## config.mk

```make
export PLATFORM = sky130hd
export DESIGN_NAME = vector_writeback_stage
export DESIGN_NICKNAME = d
export VERILOG_FILES = /design/src/rtl/vector_writeback_stage.sv
export SDC_FILE = /design/constraint.sdc
export NUM_CORES = 1
export LEC_CHECK = 0
export CAP_MARGIN = 20
export CORE_UTILIZATION = 45
export CTS_BUF_LIST = sky130_fd_sc_hd__clkbuf_2
export CTS_CLUSTER_SIZE = 12
export DETAILED_ROUTE_END_ITERATION = 10
export DONT_BUFFER_PORTS = 1
export PLACE_DENSITY = 0.63
export SETUP_SLACK_MARGIN = 0.02
export SYNTH_ARGS = -nofsm -noshare
export SYNTH_HDL_FRONTEND = slang
export SYNTH_SLANG_ARGS = --single-unit
export TNS_END_PERCENT = 50
```

## constraint.sdc

```tcl
create_clock -name clock -period 6.4 [get_ports clock]
set_input_delay 0.64 -clock clock [delete_from_list [all_inputs] [get_ports clock]]
set_output_delay 0.64 -clock clock [all_outputs]
set_load 0.01 [all_outputs]
```

## src/rtl/vector_writeback_stage.sv

```systemverilog
// vector_writeback_stage
//
// Writeback stage behind the vector floating-point execution units, including
// the sign-injection unit. An incoming raw vd result is merged with the old
// destination contents using vl, vm/v0 and SEW. The merged result is queued in
// a small FIFO and offered to the vector register file write port over a
// valid/ready handshake. Occupied FIFO entries are also searched by address
// so that issue logic can detect RAW hazards.
//
// Optional feature macro: DRAGONFANG_WB_TAIL_AGNOSTIC_EN
//   defined   : when in_vta=1, tail elements are written as all-ones.
//   undefined : in_vta is ignored and tail elements keep in_vd_old.
//
// Ports:
//   clock, n_reset          rising-edge clock, synchronous active-low reset
//   in_valid / in_ready     input handshake (in_ready = FIFO not full)
//   in_vd, in_vd_old        raw result and current destination contents
//   in_vd_address           destination register index
//   in_sew                  0 = SEW32, 1 = SEW64
//   in_vl                   active vector length, clamped to the element count
//   in_vm, in_v0            unmasked flag and mask bits (element i uses bit i)
//   in_vta                  tail-agnostic request
//   wb_valid / wb_ready     register-file write handshake
//   wb_address, wb_data     head entry of the FIFO
//   hazard_address/_hit     RAW query against every occupied entry
//   occupancy               number of entries held
module vector_writeback_stage #(
  parameter int VLEN     = 64,
  parameter int DEPTH    = 2,
  parameter int VL_WIDTH = 7
) (
  input  logic                       clock,
  input  logic                       n_reset,
  input  logic                       in_valid,
  output logic                       in_ready,
  input  logic [VLEN-1:0]            in_vd,
  input  logic [VLEN-1:0]            in_vd_old,
  input  logic [4:0]                 in_vd_address,
  input  logic                       in_sew,
  input  logic [VL_WIDTH-1:0]        in_vl,
  input  logic                       in_vm,
  input  logic [VLEN/32-1:0]         in_v0,
  input  logic                       in_vta,
  output logic                       wb_valid,
  input  logic                       wb_ready,
  output logic [4:0]                 wb_address,
  output logic [VLEN-1:0]            wb_data,
  input  logic [4:0]                 hazard_address,
  output logic                       hazard_hit,
  output logic [$clog2(DEPTH):0]     occupancy
);

  localparam int N32   = VLEN / 32;
  localparam int N64   = VLEN / 64;
  localparam int PTR_W = (DEPTH > 1) ? $clog2(DEPTH) : 1;
  localparam int OCC_W = $clog2(DEPTH) + 1;

  logic [VLEN-1:0]  data_r [DEPTH];
  logic [4:0]       addr_r [DEPTH];
  logic [DEPTH-1:0] valid_r;
  logic [PTR_W-1:0] head_r;
  logic [PTR_W-1:0] tail_r;
  logic [OCC_W-1:0] occ_r;

  logic [VLEN-1:0]  merged_s;
  logic             push_s;
  logic             pop_s;
  logic             hit_s;
  logic             unused_vta_s;

  // Per-element merge of the raw result with the old destination contents.
  always_comb begin
    merged_s     = in_vd_old;
    unused_vta_s = in_vta;
    if (in_sew == 1'b0) begin
      for (int i = 0; i < N32; i++) begin
        if (i < int'(in_vl)) begin
          if (in_vm || in_v0[i]) begin
            merged_s[i*32 +: 32] = in_vd[i*32 +: 32];
          end else begin
            merged_s[i*32 +: 32] = in_vd_old[i*32 +: 32];
          end
        end else begin
`ifdef DRAGONFANG_WB_TAIL_AGNOSTIC_EN
          if (in_vta) begin
            merged_s[i*32 +: 32] = {32{1'b1}};
          end else begin
            merged_s[i*32 +: 32] = in_vd_old[i*32 +: 32];
          end
`else
          merged_s[i*32 +: 32] = in_vd_old[i*32 +: 32];
`endif
        end
      end
    end else begin
      for (int i = 0; i < N64; i++) begin
        if (i < int'(in_vl)) begin
          if (in_vm || in_v0[i]) begin
            merged_s[i*64 +: 64] = in_vd[i*64 +: 64];
          end else begin
            merged_s[i*64 +: 64] = in_vd_old[i*64 +: 64];
          end
        end else begin
`ifdef DRAGONFANG_WB_TAIL_AGNOSTIC_EN
          if (in_vta) begin
            merged_s[i*64 +: 64] = {64{1'b1}};
          end else begin
            merged_s[i*64 +: 64] = in_vd_old[i*64 +: 64];
          end
`else
          merged_s[i*64 +: 64] = in_vd_old[i*64 +: 64];
`endif
        end
      end
    end
  end

  // in_ready depends only on registered occupancy, never on wb_ready, so a
  // full FIFO cannot accept even while it is being drained.
  assign in_ready   = (occ_r < OCC_W'(DEPTH));
  assign wb_valid   = (occ_r != {OCC_W{1'b0}});
  assign wb_address = addr_r[head_r];
  assign wb_data    = data_r[head_r];
  assign occupancy  = occ_r;
  assign hazard_hit = hit_s;

  // A vl=0 result completes its handshake but is not enqueued.
  assign push_s = in_valid && in_ready && (in_vl != {VL_WIDTH{1'b0}});
  assign pop_s  = wb_valid && wb_ready;

  // RAW hazard search; the entry being popped this cycle is still valid here.
  always_comb begin
    hit_s = 1'b0;
    for (int j = 0; j < DEPTH; j++) begin
      if (valid_r[j] && (addr_r[j] == hazard_address)) begin
        hit_s = 1'b1;
      end else begin
        hit_s = hit_s;
      end
    end
  end

  // FIFO storage, pointers and occupancy.
  always_ff @(posedge clock) begin
    if (!n_reset) begin
      for (int j = 0; j < DEPTH; j++) begin
        data_r[j] <= {VLEN{1'b0}};
        addr_r[j] <= 5'd0;
      end
      valid_r <= {DEPTH{1'b0}};
      head_r  <= {PTR_W{1'b0}};
      tail_r  <= {PTR_W{1'b0}};
      occ_r   <= {OCC_W{1'b0}};
    end else begin
      // Push and pop never target the same slot: that would need the FIFO
      // to be both empty (nothing to pop) and full (no push accepted).
      if (push_s) begin
        data_r[tail_r]  <= merged_s;
        addr_r[tail_r]  <= in_vd_address;
        valid_r[tail_r] <= 1'b1;
        tail_r          <= tail_r + PTR_W'(1);
      end
      if (pop_s) begin
        valid_r[head_r] <= 1'b0;
        head_r          <= head_r + PTR_W'(1);
      end
      case ({push_s, pop_s})
        2'b10:   occ_r <= occ_r + OCC_W'(1);
        2'b01:   occ_r <= occ_r - OCC_W'(1);
        default: occ_r <= occ_r;
      endcase
    end
  end

endmodule

```

==> flow_metrics.env <==
export IMPL_use_met3_pct=6.43
export IMPL_layout_commonest_cell="edfxtp_1"
export IMPL_drc=0
export IMPL_finish_instance_area_um2=7500
export IMPL_fin_tns_setup_ns=0
export IMPL_critical_path_peak_fanout=69
export IMPL_via_per_inst=5.93
export IMPL_n_fill_cell=1354
export IMPL_min_path_type="primary input to flip-flop"
export IMPL_clock_skew_ns=0.0329
export IMPL_powerDensity_nw_per_um2=328
export IMPL_yosysUniqueCellTypes=34
export IMPL_power_uw=2460
export IMPL_die_h_um=128
export IMPL_vias=4520
export IMPL_cts_repair_resized=0
export IMPL_reg2reg_slack_ns=3.65
export IMPL_antenna_found_initial=0
export IMPL_ir_drop_mv=0.123
export IMPL_r2r_start="occupancy[1]"
export IMPL_startpoint_type="flip-flop"
export IMPL_r2r_end="data_r[0][12]"
export IMPL_clock_sinks=145
export IMPL_endpoint_kind="output pin"
export IMPL_crit_buf_inv=0
export IMPL_grt_first_pass_wirelength_mm=24.7
export IMPL_fin_crit_ns=2.89
export IMPL_place_gp_congestion=0.806
export IMPL_syn_num_nets=711
export IMPL_rows=45
export IMPL_drt_iter0_drc=289
export IMPL_syn_inst=556
export IMPL_wl_per_cell_um=21.3
export IMPL_finalCritPeriodShare_pct=45.1
export IMPL_reg2regPathDepth=5
export IMPL_seq_area_frac_synth_pct=59.9
export IMPL_grt_max_degree=70
export IMPL_path_clk_slew_ns=0.20
export IMPL_htree_levels=4
export IMPL_drive_above_1_share_pct=22.5
export IMPL_globalRouteMet1Util_pct=22.9
export IMPL_antenna_left=0
export IMPL_cts_root_buf="clkbuf_2"
export IMPL_slowest_stage="dfxtp_4"
export IMPL_maxSlewHeadroom_pct=30.7
export IMPL_drv_slew=0
export IMPL_cp_arrival_ns=2.25
export IMPL_maxCapViolCount=0
export IMPL_holdCritStartpoint="in_vd_address[4]"
export IMPL_floorplan_initialDensity_pct=46.5
export IMPL_utilization_pct=48.8
export IMPL_syn_cell_area_um2=7150
export IMPL_avgSynthCellArea_um2=12.9
export IMPL_worstMarginPinSlew_ns=1.04
export IMPL_ys_async_sr_fraction_pct=0
export IMPL_use_met2_pct=34.9
export IMPL_synth_edf_count=138
export IMPL_numCtsBuffers=17
export IMPL_place_area_um2=7300
export IMPL_die_area_um2=16400
export IMPL_post_cts_buffers=0
export IMPL_crit_chain="mux2_2"
export IMPL_status="complete, no violations"
export IMPL_clock_path_buffers=2
export IMPL_max_stage_delay_ns=0.98
export IMPL_hold_depth=1
export IMPL_wl_mm=16.2
export IMPL_antenna_cells=0
export IMPL_synth_flop_cell="edfxtp_1"
export IMPL_grt_usage_pct=20.1
export IMPL_min_to="addr_r[0][4]"
export IMPL_cts_tree="yes"
export IMPL_rsz0062_at_grt="false"
export IMPL_setup_worst_path_class="flip-flop to output pin"
export IMPL_core_area_um2=15400
export IMPL_dieWidth_um=128
export IMPL_port_buffers=0
export IMPL_max_freq_mhz=346
export IMPL_busiest_layer="met2"
export IMPL_required_ns=5.76
export IMPL_nNetsFinal=694
export IMPL_first_pass_iters=4
export IMPL_setup_violations_final=0
export IMPL_synth_seq_cells=145
export IMPL_yosys_warnings=0
export IMPL_cp_top_family="flip-flops"
export IMPL_dp_hpwl_mm=10.1
export IMPL_syn2layout_area_growth_pct=4.88
export IMPL_grt_pass1_vias=4685
export IMPL_grt_overflow_total=0
export IMPL_leakage_uw=0.00281
export IMPL_clock_latency_ns=0.71
export IMPL_hold_viol=0
export IMPL_final_cell_mix="edfxtp_1 (138), nor2_1 (73), mux2_2 (69)"
export IMPL_ios=228
[layout make-up]
| type | instances | area [µm²] | share of cell area, % |
|---|---|---|---|
| timing repair buffer | 11 | 85.1 | 1.13 |
| multi-input combinational | 360 | 2660 | 35.5 |
| clock buffer | 18 | 90.1 | 1.20 |
| inverter | 4 | 15.0 | 0.200 |
| clock inverter | 13 | 96.3 | 1.29 |
| tap | 211 | 264 | 3.52 |
| sequential | 145 | 4290 | 57.2 |
[registers in the layout, summed over array words and instances (netlist names), named ones only]
signal / cells
addr_r: 10
data_r: 128
occupancy: 2
head_r: 1
tail_r: 1
valid_r: 2
[synthesized netlist by cell type (3+ instances only)]
cell	n	area, µm²
o31ai_1	24	180
and2_1	11	68.8
xnor2_1	4	35.0
clkbuf_1	16	60.1
buf_4	9	67.6
mux2_2	69	777
nor3_1	3	15.0
buf_2	18	90.1
o211ai_1	32	240
inv_1	4	15.0
edfxtp_1	138	4140
buf_1	4	15.0
a21oi_1	69	345
mux2i_1	32	320
dfxtp_1	7	140
nand2_1	4	15.0
nand3_1	4	20.0
o31ai_2	8	100
nor2_1	73	274
xor2_1	10	87.6
[through the flow]
stage	cells	worst slack, ns	hold slack [ns]
CTS	761	3.43	0.00755
global route	762	3.32	0.0179
detailed placement	730	3.37	0.508
floorplan	556	1.79	0.459
global placement	730	3.43	0.480
finish	762	3.51	0.126
[per-layer routing]
metal | vias to the layer above | routed length (µm) | share of wire [%]
li1 | 2080 | - | -
met1 | 2186 | 6250 | 39
met2 | 235 | 8140 | 50
met3 | 19 | 1560 | 9.6
met4 | 0 | 265 | 1.6
met5 | - | 0 | 0
[power breakdown]
group | internal [µW] | switching [µW]
Sequential | 1250 | 126
Combinational | 257 | 370
Clock | 132 | 319
[what timing repair did]
item	4_1_cts	5_1_grt
hold buffers	0	1
setup endpoints to repair	0	0
hold endpoints to repair	0	1
[kinds of logic after synthesis]
kind of cell               synth area share [%]
buffers and inverters                      3.47
xor gates and xnor gates                   1.72
AOI/OAI and AO/OA                          12.6
DFF                                        59.9
muxes                                      15.4
adders and majority gates                 0.175
and+or+nand+nor                            6.72
[worst max path at each step]
stage	startpoint	endpoint	slack [ns]	cells past startpoint
5_1_grt	flip-flop	wb_data[32]	3.32	1
6_report	flip-flop	wb_data[32]	3.51	1
3_3_place_gp	in_vl[1]	addr_r[0][4]	3.43	6
2_1_floorplan	in_vl[1]	addr_r[0][0]	1.79	4
3_5_place_dp	in_vl[1]	addr_r[0][0]	3.37	6
4_1_cts	flip-flop	wb_data[32]	3.43	1
(Power assumes the default switching activity.)
